--- src/rtl/bht_predictor_pkg.sv ---
// Purpose : shared encodings for the branch history table (op codes, counter states, widths).
// Latency : n/a (package only).
// Backpr. : n/a (package only).
package bht_predictor_pkg;

  // Instruction memory word-address width (PC is a word address).
  localparam int IM_ADDR_NBIT = 8;

  // Table operation requested by the pipeline interface controller.
  localparam int BHT_OP_NBIT = 2;
  localparam logic [BHT_OP_NBIT-1:0] BHT_OP_NOP = 2'd0;
  localparam logic [BHT_OP_NBIT-1:0] BHT_OP_SET = 2'd1;
  localparam logic [BHT_OP_NBIT-1:0] BHT_OP_INC = 2'd2;
  localparam logic [BHT_OP_NBIT-1:0] BHT_OP_DEC = 2'd3;

  // 2-bit saturating counter states; bit 1 is the taken prediction.
  localparam logic [1:0] BHT_CTR_SNT = 2'b00;
  localparam logic [1:0] BHT_CTR_WNT = 2'b01;
  localparam logic [1:0] BHT_CTR_WT  = 2'b10;
  localparam logic [1:0] BHT_CTR_ST  = 2'b11;

endpackage

--- src/rtl/bht_predictor_sat_ctr2.sv ---
// Purpose : 2-bit saturating increment/decrement of a branch counter.
// Latency : combinational, 0 cycles.
// Backpr. : none; pure function of its inputs.
// Ports   : ctr (current state), inc/dec (step request), ctr_nxt (next state).
module sat_ctr2
  import bht_predictor_pkg::*;
(
  input  logic [1:0] ctr,
  input  logic       inc,
  input  logic       dec,
  output logic [1:0] ctr_nxt
);

  always_comb begin
    ctr_nxt = ctr;
    if (inc && !dec) begin
      if (ctr != BHT_CTR_ST) ctr_nxt = ctr + 2'd1;
    end else if (dec && !inc) begin
      if (ctr != BHT_CTR_SNT) ctr_nxt = ctr - 2'd1;
    end
  end

endmodule

--- src/rtl/bht_predictor.sv ---
// Purpose : direct-mapped branch history table; IF-side lookup, EX-side training, hit/miss stats.
// Latency : lookup 0 cycles from registered state; updates visible the following cycle.
// Backpr. : none; one lookup and one update accepted every cycle.
// Ports   : clk/rst (sync active-high); if_pc -> pred_take/pred_target;
//           bht_op/ex_pc/ex_wtg_pc_new train the table; dbp_hit/dbp_miss -> stat_hit/stat_miss.
module bht_predictor
  import bht_predictor_pkg::*;
#(
  parameter int ADDR_NBIT = IM_ADDR_NBIT,
  parameter int IDX_NBIT  = 4,
  parameter int STAT_NBIT = 16
) (
  input  logic                   clk,
  input  logic                   rst,
  input  logic [ADDR_NBIT-1:0]   if_pc,
  output logic                   pred_take,
  output logic [ADDR_NBIT-1:0]   pred_target,
  input  logic [BHT_OP_NBIT-1:0] bht_op,
  input  logic [ADDR_NBIT-1:0]   ex_pc,
  input  logic [ADDR_NBIT-1:0]   ex_wtg_pc_new,
  input  logic                   dbp_hit,
  input  logic                   dbp_miss,
  output logic [STAT_NBIT-1:0]   stat_hit,
  output logic [STAT_NBIT-1:0]   stat_miss
);

  localparam int ENTRIES  = 1 << IDX_NBIT;
  localparam int TAG_NBIT = ADDR_NBIT - IDX_NBIT;

  logic [ENTRIES-1:0]   valid_q;
  logic [TAG_NBIT-1:0]  tag_q    [ENTRIES];
  logic [ADDR_NBIT-1:0] target_q [ENTRIES];
  logic [1:0]           ctr_q    [ENTRIES];

  // ---------------- IF-side lookup ----------------
  logic [IDX_NBIT-1:0] if_idx;
  logic [TAG_NBIT-1:0] if_tag;
  logic                if_hit;

  assign if_idx      = if_pc[IDX_NBIT-1:0];
  assign if_tag      = if_pc[ADDR_NBIT-1:IDX_NBIT];
  assign if_hit      = valid_q[if_idx] && (tag_q[if_idx] == if_tag);
  assign pred_take   = if_hit && ctr_q[if_idx][1];
  // Target is exposed on any valid entry, even on a tag mismatch; pred_take gates its use.
  assign pred_target = valid_q[if_idx] ? target_q[if_idx] : '0;

  // ---------------- EX-side write path ----------------
  logic [IDX_NBIT-1:0]  ex_idx;
  logic [TAG_NBIT-1:0]  ex_tag;
  logic                 ex_hit;
  logic [1:0]           ex_ctr_step;

  logic                 wr_en;
  logic [TAG_NBIT-1:0]  wr_tag;
  logic [ADDR_NBIT-1:0] wr_target;
  logic [1:0]           wr_ctr;

  assign ex_idx = ex_pc[IDX_NBIT-1:0];
  assign ex_tag = ex_pc[ADDR_NBIT-1:IDX_NBIT];
  assign ex_hit = valid_q[ex_idx] && (tag_q[ex_idx] == ex_tag);

  // Only one write port, so a single counter stepper serves the whole table.
  sat_ctr2 u_sat_ctr2 (
    .ctr     (ctr_q[ex_idx]),
    .inc     (bht_op == BHT_OP_INC),
    .dec     (bht_op == BHT_OP_DEC),
    .ctr_nxt (ex_ctr_step)
  );

  always_comb begin
    wr_en     = 1'b0;
    wr_tag    = ex_tag;
    wr_target = ex_wtg_pc_new;
    wr_ctr    = ctr_q[ex_idx];
    case (bht_op)
      BHT_OP_SET: begin
        wr_en  = 1'b1;
        wr_ctr = BHT_CTR_ST;
      end
      BHT_OP_INC: begin
        wr_en  = 1'b1;
        // A miss replaces whatever lives at this index with a weakly-taken entry.
        wr_ctr = ex_hit ? ex_ctr_step : BHT_CTR_WT;
      end
      BHT_OP_DEC: begin
        // Not-taken never allocates; on a hit only the counter moves.
        wr_en     = ex_hit;
        wr_target = target_q[ex_idx];
        wr_ctr    = ex_ctr_step;
      end
      default: wr_en = 1'b0;
    endcase
  end

  always_ff @(posedge clk) begin
    if (rst) begin
      valid_q <= '0;
      for (int i = 0; i < ENTRIES; i++) begin
        tag_q[i]    <= '0;
        target_q[i] <= '0;
        ctr_q[i]    <= BHT_CTR_SNT;
      end
    end else if (wr_en) begin
      valid_q[ex_idx]  <= 1'b1;
      tag_q[ex_idx]    <= wr_tag;
      target_q[ex_idx] <= wr_target;
      ctr_q[ex_idx]    <= wr_ctr;
    end
  end

  // ---------------- Statistics ----------------
  always_ff @(posedge clk) begin
    if (rst) begin
      stat_hit  <= '0;
      stat_miss <= '0;
    end else begin
      if (dbp_hit && (stat_hit != '1))   stat_hit  <= stat_hit + 1'b1;
      if (dbp_miss && (stat_miss != '1)) stat_miss <= stat_miss + 1'b1;
    end
  end

endmodule
--- config.mk ---
export PLATFORM = sky130hd
export DESIGN_NAME = bht_predictor
export DESIGN_NICKNAME = d
export VERILOG_FILES = /design/src/rtl/bht_predictor_pkg.sv /design/src/rtl/bht_predictor_sat_ctr2.sv /design/src/rtl/bht_predictor.sv
export SDC_FILE = /design/constraint.sdc
export NUM_CORES = 1
export LEC_CHECK = 0
export BUFFER_PORTS_ARGS = -buffer_cell sky130_fd_sc_hd__buf_2
export CORE_MARGIN = 3
export CORE_UTILIZATION = 62
export CTS_CLUSTER_DIAMETER = 100
export DETAILED_ROUTE_END_ITERATION = 12
export PLACE_DENSITY = 0.81
export SETUP_SLACK_MARGIN = 0.4
export SLEW_MARGIN = 20
export SYNTH_ARGS = -nofsm -noshare
export SYNTH_HDL_FRONTEND = slang
export SYNTH_SLANG_ARGS = --single-unit
--- constraint.sdc ---
create_clock -name clk -period 3.4 [get_ports clk]
set_input_delay 0.17 -clock clk [delete_from_list [all_inputs] [get_ports clk]]
set_output_delay 0.17 -clock clk [all_outputs]
set_load 0.03 [all_outputs]
Word-level counts from Yosys, hierarchy flattened
Memory sizes are Yosys's and may differ from the RTL's.
Index checks and enable logic that the tools add are counted.
{ "word_totals": {"output_inout_bits": 41, "elab_cells": 68, "regBits": 48, "memories": 3, "inputBits": 30, "mem_bits_rw": 224} }
{ "op_classes": {"n_eq_ne": 9, "n_reduce_logical": 16, "add_sub_neg": 4, "n_lt_le_gt_ge": 3, "muxes": 29, "bitwise": 1} }
{ "mem_list": {"columns": ["memory", "depth", "word_bits", "rd", "rd_clocked_by_memory_dff", "write_ports", "line_no", "text"], "rows": [
  ["target_q", 16, 8, 1, 0, 16, "bht_predictor.sv:32", "logic [ADDR_NBIT-1:0] target_q [ENTRIES];"],
  ["tag_q", 16, 4, 2, 0, 16, "bht_predictor.sv:31", "logic [TAG_NBIT-1:0] tag_q [ENTRIES];"],
  ["ctr_q", 16, 2, 2, 0, 16, "bht_predictor.sv:33", "logic [1:0] ctr_q [ENTRIES];"]
]} }
{ "op_table": {"columns": ["cell", "count"], "rows": [
  ["adder 16 x 1 -> 16 bit, second input constant", 2],
  ["inequality test 16 bit, second input constant", 2],
  ["two-way mux 8 bit", 3],
  ["two-way mux 4 bit", 4],
  ["OR 16 bit", 1],
  ["two-way mux 2 bit", 6],
  ["two-way mux 1 bit", 11],
  ["less-than comparator 4 x 5 -> 1 bit, second input constant", 2],
  ["binary-select mux 1 bit (select 4 bit)", 2],
  ["== test 4 bit", 2],
  ["logical AND 1 bit", 8],
  ["OR reduction 8 bit", 1],
  ["one-hot mux 2 bit (3 select lines)", 1],
  ["demux 1 bit (select 4 bit)", 1],
  ["== test 2 bit, second input constant", 2],
  ["greater-or-equal comparator 4 x 1 -> 1 bit, second input constant", 1],
  ["OR reduction 2 bit", 2],
  ["OR reduction 4 bit", 1],
  ["adder 2 x 1 -> 2 bit, second input constant", 1],
  ["== test 2 x 1 -> 1 bit, second input constant", 1],
  ["logical NOT 1 bit", 2],
  ["inequality test 2 bit, second input constant", 1],
  ["one-hot mux 1 bit (2 select lines)", 1],
  ["AND reduction 2 bit", 1],
  ["3 further kinds", 3]
]} }

Longest topological paths before layout
Gate-level depths: netlist (run 1).
{ "depth": {"word_depth": 10, "depth_mapped": 12, "mapped_depth_nobuf": 8} }

Modules after synthesis
A second synthesis (run 1) with hierarchy kept.
{ "hier_totals": {"cells_unflattened": 1005, "hier_area_um2": 13894.6} }
{ "by_module_without_submodules": {"columns": ["mod", "seq_area_each_um2", "n_inst", "cells_each", "area_per_inst_um2"], "rows": [
  ["bht_predictor", 7687.4, 1, 995, 13828.3],
  ["sat_ctr2", 0.0, 1, 10, 66.3]
]} }

Least setup slack after synthesis (run 1)
No wires, ideal clock.
{ "synth_timing": {"path_type": "input to output", "from": "input port if_pc[0]", "to": "output port pred_take", "required_time_ns": 3.230, "path_stages": 6, "arrival_time_ns": 2.967, "slack_ns": 0.263, "n_path_buf": 1, "path_cell_list": "clkbuf_1 > mux4_2 > mux4_2 > xnor2_1 > nand3_1 > nor4b_1"} }
{ "synth_between": {"elab_chain_cells": 4, "elab_cells_between_ends": 7, "classes_between": "eq/ne: 1; mux: 2; reduce/logical: 2; memory: 2"} }
{ "synth_lines": {"columns": ["item", "line_no", "text"], "rows": [
  ["start: declaration", "bht_predictor.sv:15", "input logic [ADDR_NBIT-1:0] if_pc,"],
  ["memory read (16 x 4 bit) / binary-select mux 1 bit (select 4 bit) (equally long branches)", null, null],
  ["== test 4 bit / two-way mux 1 bit (equally long branches)", "bht_predictor.sv:42", "assign if_hit = valid_q[if_idx] && (tag_q[if_idx] == if_tag);"],
  ["logical AND 1 bit", "bht_predictor.sv:42", null],
  ["logical AND 1 bit *", "bht_predictor.sv:43", "assign pred_take = if_hit && ctr_q[if_idx][1];"],
  ["end: declaration", "bht_predictor.sv:16", "output logic pred_take,"]
]} }
Every way passes the cells marked *; elsewhere a longest branch is shown, timed or not. The select of a mux whose other input is x is not followed.

==> results of run 1 <==
power by group:
part | switching (mW) | internal [mW] | total (mW)
Sequential | 0.0681 | 3.74 | 3.81
Combinational | 0.494 | 0.363 | 0.857
Clock | 1.29 | 1.87 | 3.16
sequential cells by signal (all words and copies together), names as in the netlist:
signal,count
target_q,128
stat_miss,16
stat_hit,16
ctr_q,32
valid_q,16
tag_q,64
metrics by stage:
step / area (sq um) / hold slack, ns / utilization / instances
finish: 15610 / 0.03169 / 0.7311 / 1406
global route: 15610 / 0.04103 / 0.7311 / 1406
CTS: 15600 / 0.008353 / 0.7305 / 1405
detailed placement: 14650 / 0.4869 / 0.6861 / 1352
global placement: 14650 / 0.4818 / 0.6861 / 1352
floorplan: 13700 / 0.3682 / - / 1004
what timing repair did:
action                                 4_1_cts  5_1_grt
endpoints found under the hold margin        0        0
gates resized for setup                      0        3
setup endpoints to repair                    0        2
hold buffers                                 0        0
layout make-up:
class / instances / area [sq um] / area share
antenna: 1 / 2.502 / 0.0001603
inverter: 29 / 108.9 / 0.006973
clock buffer: 34 / 744.5 / 0.04769
multi-input combinational: 641 / 5603 / 0.3589
tap: 275 / 344.1 / 0.02204
timing repair buffer: 135 / 918.4 / 0.05883
clock inverter: 19 / 202.7 / 0.01298
sequential: 272 / 7687 / 0.4924
per-layer routing:
layer  up-vias  routed length, um  track usage
met5         -                 13            0
met4         2                835      0.06981
met1      4605              12470       0.4015
li1       4040                  -            -
met2       610              16090       0.4559
met3        78               4702      0.09597
synth_stat cells, types with 2 or more instances:
cell        n
nor3_1     27
or3_1       9
clkbuf_1   26
a211oi_1    7
a211oi_2   10
nor4_1     13
o21ai_0    12
and4_1      3
mux2i_2     2
and3_1      2
xnor2_1    14
nor2_1    114
buf_1       4
a21oi_1    10
mux4_2     95
a22oi_1     2
nor4_2      6
a31oi_1     2
nor3b_1    49
buf_4       7
mux2_2      5
and2_1     65
mux2i_1    15
o22ai_1    18
inv_1      28
dfxtp_1    48
nand3_1    20
nor2b_1    15
nand2b_1    4
ha_1        8
or2_2      11
edfxtp_1  224
buf_2      19
o21bai_1   24
nand4_1     5
xor2_1     13
nand2_1    47
buf_6       6
worst max-delay path, delay by kind of cell (launching register included):
family                 cells  cell delay, ns
buffers and inverters      2            0.41
flip-flops                 1            0.48
XOR/XNOR                   1            0.24
multiplexers               3            0.84
AO/OA/AOI/OAI              3            0.67
logic make-up after synthesis:
family,after synthesis
fa+ha+maj,8
buf+inv,91
xor+xnor,28
flops,272
simple gates,394
compound gates,94
mux,117
layout by cell type (no fill, tap or decap), types with 9 or more instances in the layout:
master / netlist / final
edfxtp_1: 224 / 224
nor2_1: 114 / 114
mux4_2: 95 / 95
buf_2: 19 / 68
and2_1: 65 / 65
buf_4: 7 / 61
nor3b_1: 49 / 49
dfxtp_1: 48 / 48
nand2_1: 47 / 47
clkbuf_16: 0 / 29
inv_1: 28 / 28
nor3_1: 27 / 27
o21bai_1: 24 / 24
nand3_1: 20 / 20
o22ai_1: 18 / 18
nor2b_1: 15 / 15
mux2i_1: 15 / 15
xnor2_1: 14 / 14
xor2_1: 13 / 13
nor4_1: 13 / 13
o21ai_0: 12 / 12
or2_2: 11 / 11
a21oi_1: 10 / 10
a211oi_2: 10 / 10
or3_1: 9 / 9
how the worst max path moves through the flow:
| stage | start | to | depth (start not counted) |
|---|---|---|---|
| final | tag_q[3][2]$_SDFFCE_PN0P_ | tag_q[8][1]$_SDFFCE_PN0P_ | 9 |
| after floorplan | ex_pc[1] | ctr_q[0][0]$_SDFFCE_PN0P_ | 11 |
| after detailed placement | ex_pc[1] | tag_q[9][2]$_SDFFCE_PN0P_ | 11 |
| after global routing | tag_q[15][3]$_SDFFCE_PN0P_ | pred_take | 6 |
| after global placement | ex_pc[1] | ctr_q[9][0]$_SDFFCE_PN0P_ | 11 |
| after CTS | tag_q[15][3]$_SDFFCE_PN0P_ | pred_take | 6 |
==> impl_metrics.csv, run 1 <==
group,metric,value,unit
status,status,"finished clean",
yosys,syn-num-nets,1042,
global_route,grt_pass1_vias,9244,
worst_setup_path,cpMaxStageDelayCell,"mux4_2",
hold_path,hp-start,"ex_wtg_pc_new[1]",
hold_path,min_to,"target_q[7][1]$_SDFFCE_PN0P_",
worst_setup_path,startpoint_type,"flop",
cts,cts_buffer_depth,3,
cts,cts-root-buf,"clkbuf_16",
placed_design,finalWeightedCongestion,0.8729,
timing,drv_slew,0,
yosys,async_reset_ff_frac,0,
timing,finalSetupViolations,0,
yosys,synth_top_family_by_area,"multiplexers",
cts,cts_num_sinks,272,
worst_setup_path,r2r_start,"tag_q[3][2]$_SDFFCE_PN0P_",
floorplan,die_w,154.6,um
yosys,synth_edf_count,224,
timing,max_freq,342.2,MHz
floorplan,rows,53,
drt,drtIter0Drc,1071,
yosys,synth_mux_area_frac,0.1733,
drt,routedWlPerCell,24.26,um
worst_setup_path,cp-end-kind,"flop",
worst_setup_path,reg2regPathDepth,9,
timing,setup-tns-final,0,ns
floorplan,die-area,23910,sq um
pwr,finalPower,7.818,mW
worst_setup_path,crit_path_frequent_cell,"mux2i_1",
yosys,synth_top_cell_area_share,0.4911,
yosys,syn_area,13700,sq um
timing,slew_headroom,0.4545,
worst_setup_path,critPathRequiredTime,3.66,ns
floorplan,ios,71,
pwr,ir_drop,0.4054,mV
drt,ant_nets,0,
floorplan,start_util,0.6415,
yosys,yosys_warnings,0,
placed_design,dp_hpwl,23630,um
yosys,yosys.area_share.simple,0.1546,
worst_setup_path,cp_data_arrival_time,3.18,ns
yosys,synth_top_area_cell,"edfxtp_1",
yosys,ys.flop_type,"edfxtp_1",
cts,post_cts_buffers,0,
run,cap_violations,0,
worst_setup_path,slowest_delay,0.51,ns
timing,period_share,0.8594,
global_route,grt_max_degree,81,
worst_setup_path,ff2ff_setup_slack,0.48,ns
cts,insertion_delay,0.54,ns
worst_setup_path,worstReg2RegEnd,"tag_q[8][1]$_SDFFCE_PN0P_",
yosys,yosys-top-cells-area,"edfxtp_1 (49%), mux4_2 (16%), dfxtp_1 (7.0%)",
drt,vias,9335,
placed_design,numPortBuffers,70,
timing,grt_setup_unrepaired,"true",
yosys,synth_compound_gate_area_share,0.05326,
worst_setup_path,crit_chain,"mux4_2, mux2i_1, mux2i_1, xnor2_2, o311a_4, a31oi_4, buf_12, o21bai_1, buf_4",
cts,cts_tree,"built",
global_route,grt_pass1_wl,53360,um
global_route,grt_usage,0.2905,
hold_path,hold_path_depth,2,
pwr,leakage,5.375,nW
cts,cts-buffers-inserted,29,
drt,wl,34110,um
floorplan,die_y,154.6,um
yosys,synth_cell_types,53,
drt,avgViaCountPerCell,6.639,
yosys,synth_cells,1004,
hold_path,hold_path_class,"in2reg",
layout,post_route_cells_drive_above_1_share,0.2796,
worst_setup_path,critPathKind,"reg2reg",
layout,fillers,1337,
placed_design,dp_slack,0.1957,ns
yosys,synthAdderAreaFrac,0.007308,
floorplan,coreArea,21350,sq um
pwr,power.density,500.8,nW/um^2
drt,drt_pass1_iterations,5,
yosys,synth_area_per_cell,13.64,sq um
timing,tightest_slew,0.8182,ns
timing,worst_slack,0.4779,ns
timing,hold_viol,0,
drt,drc,0,
timing,fin_crit,2.922,ns
yosys,yosysSeqAreaShare,0.5612,
cts,clk_pin_slew,0.06,ns
yosys,synth_xor_area_frac,0.01845,
layout,synthToLayoutAreaGrowth,13.98,%
layout,fin_nets,1146,
global_route,antenna_found_initial,2,
timing,skew,0.01026,ns
yosys,ys_ff_latch,272,
worst_setup_path,cp_max_fo,45,
global_route,grt_overflow,0,
cts,htree_levels,1,
No activity file was read; power rests on OpenSTA's default activity.
==> run 2, diff against run 1 <==
--- a/config.mk
+++ b/config.mk
@@ -11,6 +11,7 @@
 export CTS_CLUSTER_DIAMETER = 100
 export DETAILED_ROUTE_END_ITERATION = 12
 export PLACE_DENSITY = 0.81
+export REMOVE_ABC_BUFFERS = 1
 export SETUP_SLACK_MARGIN = 0.4
 export SLEW_MARGIN = 20
 export SYNTH_ARGS = -nofsm -noshare
==> run 2 against run 1 <==
Hold slack improved by 0.0056 ns. Utilization fell by 0.21 points. Clock power rose by 7.3%. Largest power group unchanged. Largest cell class unchanged.
==> impl_metrics.csv, run 2 (same netlist as run 1, synthesis figures left out) <==
group,metric,value,unit
pwr,ir_drop,0.3807,mV
cts,insertion_delay,0.55,ns
status,status,"finished clean",
worst_setup_path,critPathRequiredTime,3.23,ns
cts,cts-buffers-inserted,28,
timing,timing.hold.ws,0.03726,ns
worst_setup_path,ff2ff_setup_slack,0.50,ns
layout,final_util,0.7290,
cts,clk_pin_slew,0.06,ns
layout,max_flop_register,"target_q",
timing,grt_setup_unrepaired,"true",
drt,vias,9327,
pwr,clkPwrFrac,0.422,
cts,cts_num_sinks,272,
worst_setup_path,r2r_start,"tag_q[0][2]$_SDFFCE_PN0P_",
pwr,p_sw,1.852,mW
cts,cts_resized,0,
layout,fin_cells,1387,
timing,tightest_slew,0.8983,ns
drt,avgViaCountPerCell,6.725,
layout,diodes,0,
run,cap_violations,0,
timing,slew_headroom,0.3999,
timing,period_share,0.8846,
drt,wl,35720,um
pwr,seqPwrFrac,0.474,
pwr,combPwrFrac,0.104,
worst_setup_path,cp_max_fo,2,
pwr,swShare,0.2304,
layout,mostFrequentLayoutCell,"edfxtp_1",
placed_design,finalWeightedCongestion,1.001,
global_route,antenna_found_initial,0,
placed_design,numPortBuffers,70,
worst_setup_path,critPathKind,"reg2out",
floorplan,coreArea,21350,sq um
placed_design,dp_cells,1335,
worst_setup_path,worstReg2RegEnd,"tag_q[7][2]$_SDFFCE_PN0P_",
layout,fin_area,15570,sq um
layout,synthToLayoutAreaGrowth,13.65,%
layout,final_cell_mix,"edfxtp_1 (224), nor2_1 (114), mux4_2 (95), buf_2 (68), and2_1 (65)",
global_route,grt_usage,0.3014,
global_route,grt_pass1_wl,54820,um
timing,drv_slew,0,
timing,finalSetupViolations,0,
floorplan,die_w,154.6,um
timing,worst_slack,0.3923,ns
floorplan,rows,53,
timing,max_freq,332.5,MHz
layout,fillers,1367,
pwr,power.density,516.5,nW/um^2
pwr,leakage,5.345,nW
timing,setup-tns-final,0,ns
layout,post_route_cells_drive_above_1_share,0.2770,
cts,htree_levels,1,
floorplan,die-area,23910,sq um
placed_design,dp_hpwl,24510,um
drt,routedWlPerCell,25.75,um
worst_setup_path,startpoint_type,"flop",
layout,reg_top3,"target_q x128, tag_q x64, ctr_q x32",
timing,hold_viol,0,
worst_setup_path,cp-end-kind,"output port",
layout,fin_nets,1128,
pwr,finalPower,8.039,mW
floorplan,start_util,0.6415,
worst_setup_path,cp_data_arrival_time,2.84,ns
cts,cts_buffer_depth,3,
cts,cts_tree,"built",
layout,largest_register_ffs,128,
global_route,grt_max_degree,81,
floorplan,die_y,154.6,um
drt,drc,0,
timing,fin_crit,3.008,ns
global_route,grt_pass1_vias,9265,
cts,postCtsHoldBufs,0,
hold_path,hold_path_class,"in2reg",
worst_setup_path,cp-startpoint,"tag_q[13][1]$_SDFFCE_PN0P_",
floorplan,ios,71,
cts,cts-root-buf,"clkbuf_16",
placed_design,place_area,14500,sq um
timing,skew,0.01327,ns
placed_design,dp_slack,0.07608,ns
global_route,grt_overflow,0,
drt,ant_nets,0,
drt,drt_pass1_iterations,8,
pwr,p_int,6.187,mW
worst_setup_path,endpoint,"pred_take",
worst_setup_path,reg2regPathDepth,8,
cts,post_cts_buffers,0,
drt,drtIter0Drc,1363,
-- run 2: final cells by class --
cell class / count / area (sq um) / share of cell area
Clock buffer: 35 / 758.2 / 0.04871
Sequential cell: 272 / 7687 / 0.4939
Inverter: 29 / 108.9 / 0.006993
Clock inverter: 17 / 264.0 / 0.01696
Tap cell: 275 / 344.1 / 0.02210
Multi-Input combinational cell: 641 / 5625 / 0.3614
Timing Repair Buffer: 118 / 778.2 / 0.05000
-- run 2: how the worst min path moves through the flow --
stage	cells past startpoint	startpoint	to
2_1_floorplan	1	rst	stat_hit[10]$_SDFFE_PP0P_
3_3_place_gp	2	stat_miss[6]$_SDFFE_PP0P_	stat_miss[6]$_SDFFE_PP0P_
3_5_place_dp	2	valid_q[7]$_SDFFE_PP0P_	valid_q[7]$_SDFFE_PP0P_
4_1_cts	5	dbp_hit	stat_hit[12]$_SDFFE_PP0P_
5_1_grt	2	ex_wtg_pc_new[3]	target_q[2][3]$_SDFFCE_PN0P_
6_report	5	dbp_hit	stat_hit[12]$_SDFFE_PP0P_
-- run 2: power groups by stage --
stage               Combinational, mW  Clock (mW)  Sequential, mW
global route                    0.884        3.54            3.82
finish                          0.838        3.39            3.81
CTS                             0.822        3.40            3.81
detailed placement              0.814           0            3.87
global placement                0.800           0            3.87
floorplan                       0.454           0            3.85
-- run 2: worst max-delay path: stages (launching register included) --
cell	delay (ns)
edfxtp_1	0.48
mux4_2	0.48
mux4_2	0.48
xnor2_1	0.27
nand3_1	0.11
nor4b_1	0.25
buf_4	0.21
-- run 2: layer usage --
metal	GRT usage	up-vias	part of all wire	wire, um
li1	-	3992	-	-
met1	0.4254	4585	0.37	13190
met2	0.4626	662	0.46	16490
met3	0.08954	88	0.14	4965
met4	0.08831	0	0.030	1066
met5	0	-	0	0
